[src/rtl/myrisc16_mem_arbiter_if.sv]
// ---------------------------------------------------------------------------
// myrisc16_mem_arbiter_if
//   Bundles the two requester ports and the block-RAM port of the myrisc16
//   memory arbiter.
//
//   Requester ports (p = 0 core, p = 1 PMOD loader / debug):
//     in_req<p>, in_we<p>, in_addr<p>, in_wdata<p>   request side
//     out_gnt<p>, out_rvalid<p>, out_rdata<p>        response side
//   RAM port:
//     out_mem_addr, out_mem_we, out_mem_wdata        to RAM
//     in_mem_rdata                                   from RAM (1-cycle latency)
//   Status:
//     out_conflicts                                  contention counter
//
//   Modports:
//     slave  - the arbiter itself
//     master - the surrounding system (requesters plus RAM)
// ---------------------------------------------------------------------------
interface myrisc16_mem_arbiter_if #(
  parameter int AW = 8,
  parameter int DW = 16
);
  logic          in_req0;
  logic          in_we0;
  logic [AW-1:0] in_addr0;
  logic [DW-1:0] in_wdata0;
  logic          out_gnt0;
  logic          out_rvalid0;
  logic [DW-1:0] out_rdata0;

  logic          in_req1;
  logic          in_we1;
  logic [AW-1:0] in_addr1;
  logic [DW-1:0] in_wdata1;
  logic          out_gnt1;
  logic          out_rvalid1;
  logic [DW-1:0] out_rdata1;

  logic [AW-1:0] out_mem_addr;
  logic          out_mem_we;
  logic [DW-1:0] out_mem_wdata;
  logic [DW-1:0] in_mem_rdata;

  logic [15:0]   out_conflicts;

  modport slave (
    input  in_req0, in_we0, in_addr0, in_wdata0,
    input  in_req1, in_we1, in_addr1, in_wdata1,
    input  in_mem_rdata,
    output out_gnt0, out_rvalid0, out_rdata0,
    output out_gnt1, out_rvalid1, out_rdata1,
    output out_mem_addr, out_mem_we, out_mem_wdata,
    output out_conflicts
  );

  modport master (
    output in_req0, in_we0, in_addr0, in_wdata0,
    output in_req1, in_we1, in_addr1, in_wdata1,
    output in_mem_rdata,
    input  out_gnt0, out_rvalid0, out_rdata0,
    input  out_gnt1, out_rvalid1, out_rdata1,
    input  out_mem_addr, out_mem_we, out_mem_wdata,
    input  out_conflicts
  );
endinterface

[src/rtl/myrisc16_mem_arbiter.sv]
// ---------------------------------------------------------------------------
// myrisc16_mem_arbiter
//   Shares one synchronous single-port block RAM between the myrisc16 core
//   (port 0) and the PMOD program loader / debug port (port 1).
//
//   Ports:
//     in_clock       system clock, rising edge
//     in_reset       synchronous active-high reset
//     bus            myrisc16_mem_arbiter_if.slave (requesters, RAM, counter)
//     out_dbg_state  current FSM state (0 = IDLE, 1 = ACCESS)
//
//   Handshake: a requester raises in_req<p> with addr/we/wdata stable and
//   keeps them stable until out_gnt<p> has pulsed. The request is sampled in
//   IDLE (cycle N), the RAM access and out_gnt<p> happen in N+1, and a read
//   returns out_rvalid<p> with out_rdata<p> in N+2. In N+2 the requester
//   either drops in_req<p> or presents its next request, which is arbitrated
//   in that same cycle. There is no back-pressure on responses.
//
//   Arbitration: fixed priority to port 1 with a starvation override for
//   port 0 after STARVE_LIMIT consecutive lost contentions. Defining
//   MYRISC16_ARB_ROUND_ROBIN_EN replaces this with a 1-bit round-robin
//   pointer and removes the starvation counter.
// ---------------------------------------------------------------------------
module myrisc16_mem_arbiter #(
  parameter int AW           = 8,
  parameter int DW           = 16,
  parameter int STARVE_LIMIT = 3
) (
  input  logic                  in_clock,
  input  logic                  in_reset,
  myrisc16_mem_arbiter_if.slave bus,
  output logic                  out_dbg_state
);

  typedef enum logic {
    ST_IDLE   = 1'b0,
    ST_ACCESS = 1'b1
  } state_e;

  state_e        state_q, state_d;
  logic [AW-1:0] mem_addr_q, mem_addr_d;
  logic          mem_we_q, mem_we_d;
  logic [DW-1:0] mem_wdata_q, mem_wdata_d;
  logic          winner_q, winner_d;
  logic          rvalid0_q, rvalid0_d;
  logic          rvalid1_q, rvalid1_d;
  logic [DW-1:0] rdata0_q, rdata0_d;
  logic [DW-1:0] rdata1_q, rdata1_d;
  logic [15:0]   conflicts_q, conflicts_d;
  logic          both_req;
  logic          pick1;

`ifdef MYRISC16_ARB_ROUND_ROBIN_EN
  // Port that wins the next contention; flips to the other port on every grant.
  logic          rr_ptr_q, rr_ptr_d;
`else
  localparam logic [3:0] STARVE_LIM_C = 4'(STARVE_LIMIT);
  logic [3:0]    starve_q, starve_d;
`endif

  assign both_req = bus.in_req0 & bus.in_req1;

  always_comb begin
    state_d     = state_q;
    mem_addr_d  = mem_addr_q;
    mem_we_d    = 1'b0;
    mem_wdata_d = mem_wdata_q;
    winner_d    = winner_q;
    rvalid0_d   = 1'b0;
    rvalid1_d   = 1'b0;
    // Read data is captured in the same cycle it is presented as valid.
    rdata0_d    = rvalid0_q ? bus.in_mem_rdata : rdata0_q;
    rdata1_d    = rvalid1_q ? bus.in_mem_rdata : rdata1_q;
    conflicts_d = conflicts_q;
    pick1       = 1'b0;
`ifdef MYRISC16_ARB_ROUND_ROBIN_EN
    rr_ptr_d    = rr_ptr_q;
`else
    starve_d    = starve_q;
`endif

    case (state_q)
      ST_IDLE: begin
        if (bus.in_req0 | bus.in_req1) begin
          if (both_req) begin
            if (conflicts_q != 16'hFFFF) begin
              conflicts_d = conflicts_q + 16'd1;
            end
`ifdef MYRISC16_ARB_ROUND_ROBIN_EN
            pick1 = rr_ptr_q;
`else
            if (starve_q == STARVE_LIM_C) begin
              pick1 = 1'b0;
            end else begin
              pick1    = 1'b1;
              starve_d = starve_q + 4'd1;
            end
`endif
          end else begin
            pick1 = bus.in_req1;
          end
`ifdef MYRISC16_ARB_ROUND_ROBIN_EN
          rr_ptr_d = ~pick1;
`else
          if (!pick1) begin
            starve_d = '0;
          end
`endif
          winner_d    = pick1;
          mem_addr_d  = pick1 ? bus.in_addr1  : bus.in_addr0;
          mem_we_d    = pick1 ? bus.in_we1    : bus.in_we0;
          mem_wdata_d = pick1 ? bus.in_wdata1 : bus.in_wdata0;
          state_d     = ST_ACCESS;
        end
      end
      ST_ACCESS: begin
        // mem_we_d keeps its default of 0 so the strobe drops on leaving.
        state_d   = ST_IDLE;
        rvalid0_d = ~mem_we_q & ~winner_q;
        rvalid1_d = ~mem_we_q &  winner_q;
      end
      default: state_d = ST_IDLE;
    endcase
  end

  always_ff @(posedge in_clock) begin
    if (in_reset) begin
      state_q     <= ST_IDLE;
      mem_addr_q  <= '0;
      mem_we_q    <= 1'b0;
      mem_wdata_q <= '0;
      winner_q    <= 1'b0;
      rvalid0_q   <= 1'b0;
      rvalid1_q   <= 1'b0;
      rdata0_q    <= '0;
      rdata1_q    <= '0;
      conflicts_q <= '0;
`ifdef MYRISC16_ARB_ROUND_ROBIN_EN
      rr_ptr_q    <= 1'b0;
`else
      starve_q    <= '0;
`endif
    end else begin
      state_q     <= state_d;
      mem_addr_q  <= mem_addr_d;
      mem_we_q    <= mem_we_d;
      mem_wdata_q <= mem_wdata_d;
      winner_q    <= winner_d;
      rvalid0_q   <= rvalid0_d;
      rvalid1_q   <= rvalid1_d;
      rdata0_q    <= rdata0_d;
      rdata1_q    <= rdata1_d;
      conflicts_q <= conflicts_d;
`ifdef MYRISC16_ARB_ROUND_ROBIN_EN
      rr_ptr_q    <= rr_ptr_d;
`else
      starve_q    <= starve_d;
`endif
    end
  end

  assign bus.out_gnt0      = (state_q == ST_ACCESS) & ~winner_q;
  assign bus.out_gnt1      = (state_q == ST_ACCESS) &  winner_q;
  assign bus.out_rvalid0   = rvalid0_q;
  assign bus.out_rvalid1   = rvalid1_q;
  assign bus.out_rdata0    = rvalid0_q ? bus.in_mem_rdata : rdata0_q;
  assign bus.out_rdata1    = rvalid1_q ? bus.in_mem_rdata : rdata1_q;
  assign bus.out_mem_addr  = mem_addr_q;
  // Gated so a reset landing on an ACCESS cycle can never commit a write.
  assign bus.out_mem_we    = mem_we_q & ~in_reset;
  assign bus.out_mem_wdata = mem_wdata_q;
  assign bus.out_conflicts = conflicts_q;
  assign out_dbg_state     = state_q;

endmodule
[src/flat_wrapper.sv]
// flat-port wrapper written by rule: the top's interface ports become plain ports
module myrisc16_mem_arbiter_flat 
#(
  parameter int AW           = 8,
  parameter int DW           = 16,
  parameter int STARVE_LIMIT = 3
)
  (in_clock, in_reset, out_dbg_state, bus_in_req0, bus_in_we0, bus_in_addr0, bus_in_wdata0, bus_in_req1, bus_in_we1, bus_in_addr1, bus_in_wdata1, bus_in_mem_rdata, bus_out_gnt0, bus_out_rvalid0, bus_out_rdata0, bus_out_gnt1, bus_out_rvalid1, bus_out_rdata1, bus_out_mem_addr, bus_out_mem_we, bus_out_mem_wdata, bus_out_conflicts);
  myrisc16_mem_arbiter_if #(.AW(AW), .DW(DW)) bus_i ();
  input  logic in_clock;
  input  logic in_reset;
  output logic out_dbg_state;
  input wire logic [$bits(bus_i.in_req0)-1:0] bus_in_req0;
  input wire logic [$bits(bus_i.in_we0)-1:0] bus_in_we0;
  input wire logic [$bits(bus_i.in_addr0)-1:0] bus_in_addr0;
  input wire logic [$bits(bus_i.in_wdata0)-1:0] bus_in_wdata0;
  input wire logic [$bits(bus_i.in_req1)-1:0] bus_in_req1;
  input wire logic [$bits(bus_i.in_we1)-1:0] bus_in_we1;
  input wire logic [$bits(bus_i.in_addr1)-1:0] bus_in_addr1;
  input wire logic [$bits(bus_i.in_wdata1)-1:0] bus_in_wdata1;
  input wire logic [$bits(bus_i.in_mem_rdata)-1:0] bus_in_mem_rdata;
  output wire logic [$bits(bus_i.out_gnt0)-1:0] bus_out_gnt0;
  output wire logic [$bits(bus_i.out_rvalid0)-1:0] bus_out_rvalid0;
  output wire logic [$bits(bus_i.out_rdata0)-1:0] bus_out_rdata0;
  output wire logic [$bits(bus_i.out_gnt1)-1:0] bus_out_gnt1;
  output wire logic [$bits(bus_i.out_rvalid1)-1:0] bus_out_rvalid1;
  output wire logic [$bits(bus_i.out_rdata1)-1:0] bus_out_rdata1;
  output wire logic [$bits(bus_i.out_mem_addr)-1:0] bus_out_mem_addr;
  output wire logic [$bits(bus_i.out_mem_we)-1:0] bus_out_mem_we;
  output wire logic [$bits(bus_i.out_mem_wdata)-1:0] bus_out_mem_wdata;
  output wire logic [$bits(bus_i.out_conflicts)-1:0] bus_out_conflicts;
  assign bus_i.in_req0 = bus_in_req0;
  assign bus_i.in_we0 = bus_in_we0;
  assign bus_i.in_addr0 = bus_in_addr0;
  assign bus_i.in_wdata0 = bus_in_wdata0;
  assign bus_i.in_req1 = bus_in_req1;
  assign bus_i.in_we1 = bus_in_we1;
  assign bus_i.in_addr1 = bus_in_addr1;
  assign bus_i.in_wdata1 = bus_in_wdata1;
  assign bus_i.in_mem_rdata = bus_in_mem_rdata;
  assign bus_out_gnt0 = bus_i.out_gnt0;
  assign bus_out_rvalid0 = bus_i.out_rvalid0;
  assign bus_out_rdata0 = bus_i.out_rdata0;
  assign bus_out_gnt1 = bus_i.out_gnt1;
  assign bus_out_rvalid1 = bus_i.out_rvalid1;
  assign bus_out_rdata1 = bus_i.out_rdata1;
  assign bus_out_mem_addr = bus_i.out_mem_addr;
  assign bus_out_mem_we = bus_i.out_mem_we;
  assign bus_out_mem_wdata = bus_i.out_mem_wdata;
  assign bus_out_conflicts = bus_i.out_conflicts;
  myrisc16_mem_arbiter #(.AW(AW), .DW(DW), .STARVE_LIMIT(STARVE_LIMIT)) u_core (.in_clock(in_clock), .in_reset(in_reset), .bus(bus_i), .out_dbg_state(out_dbg_state));
endmodule
[config.mk]
export PLATFORM = sky130hd
export DESIGN_NAME = myrisc16_mem_arbiter_flat
export DESIGN_NICKNAME = d
export VERILOG_FILES = /design/src/rtl/myrisc16_mem_arbiter_if.sv /design/src/rtl/myrisc16_mem_arbiter.sv /design/src/flat_wrapper.sv
export SDC_FILE = /design/constraint.sdc
export NUM_CORES = 1
export LEC_CHECK = 0
export CORE_MARGIN = 2
export CORE_UTILIZATION = 42
export CTS_CLUSTER_SIZE = 14
export DETAILED_ROUTE_END_ITERATION = 10
export GPL_ROUTABILITY_DRIVEN = 0
export PLACE_DENSITY = 0.84
export SYNTH_ARGS = -nofsm -noshare
export SYNTH_HDL_FRONTEND = slang
export SYNTH_SLANG_ARGS = --single-unit
[constraint.sdc]
create_clock -name in_clock -period 2.56 [get_ports in_clock]
set_clock_uncertainty 0.1 [all_clocks]
set_input_delay 0.768 -clock in_clock [delete_from_list [all_inputs] [get_ports in_clock]]
set_output_delay 0.768 -clock in_clock [all_outputs]
set_load 0.01 [all_outputs]
==> impl_metrics.py <==
metrics = {
    "floorplanning": {
        "dieArea_um2": 9030,
        "start_util_pct": 42.8,
        "die_w_um": 95.0,
        "die_h_um": 95.0,
        "coreArea_um2": 8130,
        "num_rows": 33,
        "ioPinCount": 148,
    },
    "power_and_ir_drop": {
        "pwr-share-comb_pct": 17.3,
        "p_seq_share_pct": 48.8,
        "leakage_nw": 2.12,
        "p_clk_share_pct": 33.9,
        "finalPower_mw": 2.76,
        "vdd_drop_max_v": 0.000333,
        "powerDensity_nw_per_um2": 528,
        "netSwitchingFraction_pct": 25.5,
        "p_int_mw": 2.06,
        "p_switching_uw": 705,
    },
    "cells_and_area": {
        "multi_input_area_um2": 1770,
        "final_util_pct": 64.4,
        "register_area_um2": 1620,
        "nets": 576,
        "most-common-layout-cells": "clkdlybuf4s50_1, dfxtp_1, mux2_2, and2_1, buf_2",
        "fill_cells": 691,
        "num_antenna_cells": 0,
        "area_growth_pct": 50.4,
        "drive_gt1_share_pct": 21.2,
        "final_common_cell": "clkdlybuf4s50_1",
        "layoutNonFillerInstCount": 614,
    },
    "global_route": {
        "antenna_found_initial": 0,
        "grt_usage_pct": 18.9,
        "overflow": 0,
        "grt_max_degree": 51,
        "grt_pass1_wl_mm": 13.4,
        "grt_pass1_vias": 2943,
    },
    "critical_path": {
        "end_kind": "output pin",
        "rr_startpoint": "u_core.bus.out_conflicts[5]$_SDFFE_PP0P_",
        "crit_chain": "clkdlybuf4s50_1 -> mux2_2 -> buf_2",
        "cpPeakStageDelay_ns": 0.44,
        "setup.worst_path.start": "bus_in_mem_rdata[1]",
        "arrival_ns": 1.66,
        "crit_type": "in -> out",
        "critPathLaunchType": "primary input",
        "worstPathMaxFanout": 2,
        "crit_path_top_delay_cell": "clkdlybuf4s50_1",
        "worstPathRequired_ns": 1.69,
    },
    "logic_synthesis": {
        "yosysSeqAreaShare_pct": 46.6,
        "syn_inst": 349,
        "ys.warnings.count": 0,
        "syn_area_per_cell_um2": 9.97,
        "synth_cell_types": 35,
        "synth-seq-cells": 81,
        "synth_fp_nets": 421,
        "syn_area_um2": 3480,
    },
    "placement": {
        "hpwlAfterDp_mm": 6.49,
        "io_buffer_count": 147,
        "dp.cells": 598,
    },
    "route": {
        "via_per_inst": 5.09,
        "ant_nets": 0,
        "firstDrtPassIters": 4,
        "route.detailed.drc": 0,
        "routedWlPerCell_um": 14.1,
        "drt_wl_total_mm": 8.67,
        "num_vias": 3127,
        "drt_iter0_markers": 41,
    },
    "timing": {
        "setup_viol": 0,
        "tightest_slew_ns": 0.802,
        "fmax_ghz": 0.396,
        "maxSlewViolCount": 0,
        "relSlewSlack_pct": 46.1,
        "whs_ns": 0.369,
        "rsz0062_at_grt": "no",
        "min_period_ns": 2.52,
        "hold_violations": 0,
        "min_period_over_period_pct": 98.6,
    },
    "status": {
        "status": "completed",
    },
    "clocking": {
        "htreeDepth": 3,
        "clock-root-buffer": "clkbuf_8",
        "cts_tree": "done",
        "cts_buffer_depth": 2,
        "clock_latency_ns": 0.35,
        "cts_buffers": 9,
        "path_clk_slew_ns": 0.08,
        "hold_buffers": 0,
        "cts_sinks": 81,
    },
    "run": {
        "drv_cap": 0,
    },
    "min_path": {
        "hold_path_class": "reg -> reg",
        "holdCritStartpoint": "u_core.starve_q[3]$_SDFFE_PP0P_",
    },
}
layout make-up:
cell class	count	share of cell area, %
Clock inverter	7	1.48
Multi-Input combinational cell	242	33.8
Timing Repair Buffer	165	28.5
Tap cell	105	2.51
Sequential cell	81	31.0
Inverter	5	0.358
Clock buffer	9	2.37
per-stage QoR:
step	setup WS (ns)	TNS (ns)	cell area, µm²
3_3_place_gp	-0.276	-9.37	5190
3_5_place_dp	-0.297	-10.28	5190
6_report	0.0369	0	5240
4_1_cts	0.0000833	0	5310
2_1_floorplan	0.266	0	3480
5_1_grt	0.0182	0	5240
layer usage:
| layer | part of all wire (%) | global-route usage, % | up-vias |
|---|---|---|---|
| li1 | - | - | 1572 |
| met1 | 40 | 20.3 | 1437 |
| met2 | 50 | 34.3 | 109 |
| met3 | 9.0 | 6.17 | 9 |
| met4 | 1.3 | 7.13 | 0 |
| met5 | 0 | 0 | - |
worst max-delay path: cells and delay by family:
family | cells | cell delay (ns)
buf+inv | 2 | 0.59
mux | 1 | 0.30
flip-flops by register name, indices dropped and copies added (netlist names):
name                      count
u_core.bus.out_conflicts     16
u_core.bus.out_mem_addr       8
u_core.bus.out_mem_wdata     16
u_core.bus.out_rvalid0        1
u_core.bus.out_rvalid1        1
u_core.mem_we_q               1
u_core.out_dbg_state          1
u_core.rdata0_q              16
u_core.rdata1_q              16
u_core.starve_q               4
u_core.winner_q               1
Yosys cell counts, drive strengths merged:
cell type | count | area [µm²]
a31o | 1 | 8.76
or2 | 1 | 6.26
nor3 | 4 | 20.0
nand2 | 11 | 41.3
nor4 | 2 | 12.5
and2 | 33 | 206
or4b | 1 | 10.0
o31ai | 6 | 45.0
nand4 | 6 | 52.6
o41ai | 3 | 26.3
mux2 | 34 | 383
nand2b | 1 | 6.26
nand4bb | 1 | 11.3
or3 | 5 | 31.3
nand3b | 1 | 7.51
o311ai | 2 | 17.5
inv | 5 | 18.8
nor2 | 31 | 116
and4 | 1 | 8.76
o21ai | 4 | 20.0
a211oi | 25 | 188
clkbuf | 14 | 52.6
dfxtp | 81 | 1620
or4 | 10 | 75.1
and3b | 1 | 8.76
buf | 7 | 32.5
mux2i | 26 | 260
a21oi | 15 | 75.1
nand3 | 5 | 25.0
nor3b | 2 | 15.0
nor2b | 7 | 43.8
a311oi | 1 | 8.76
ha | 2 | 25.0
kinds of logic (layout without fill, tap and decap cells):
logic type	count (synthesis)	after routing	synth area share [%]
adder cells (fa/ha/maj)	2	2	0.719
AO/OA/AOI/OAI	57	57	11.2
flip-flops	81	81	46.6
AND/OR/NAND/NOR	123	123	20.1
multiplexers	60	60	18.5
buffers and inverters	26	186	2.98
path summary, 6_finish.rpt:
path                            slack, ns  cells after the start                                        end
worst max-delay path                 0.04                      3                          bus_out_rdata1[1]
worst min-delay path                 0.37                      2            u_core.starve_q[3]$_SDFFE_PP0P_
worst max register to register       0.44                      4  u_core.bus.out_conflicts[15]$_SDFFE_PP0P_
worst min register to register       0.37                      2            u_core.starve_q[3]$_SDFFE_PP0P_
power by group through the flow:
| stage | Sequential (mW) | Combinational, mW | Clock [mW] |
|---|---|---|---|
| detailed placement | 1.38 | 0.503 | 0 |
| floorplan | 1.39 | 0.184 | 0 |
| CTS | 1.35 | 0.488 | 0.962 |
| global route | 1.36 | 0.519 | 1.02 |
| finish | 1.35 | 0.478 | 0.937 |
| global placement | 1.38 | 0.492 | 0 |
timing repair:
item,CTS,global route
endpoints found under the hold margin,0,0
pin swaps,0,0
gates resized for setup,116,14
buffers inserted,0,0
setup endpoints to repair,32,15
Power figures use the tool's default switching activity.
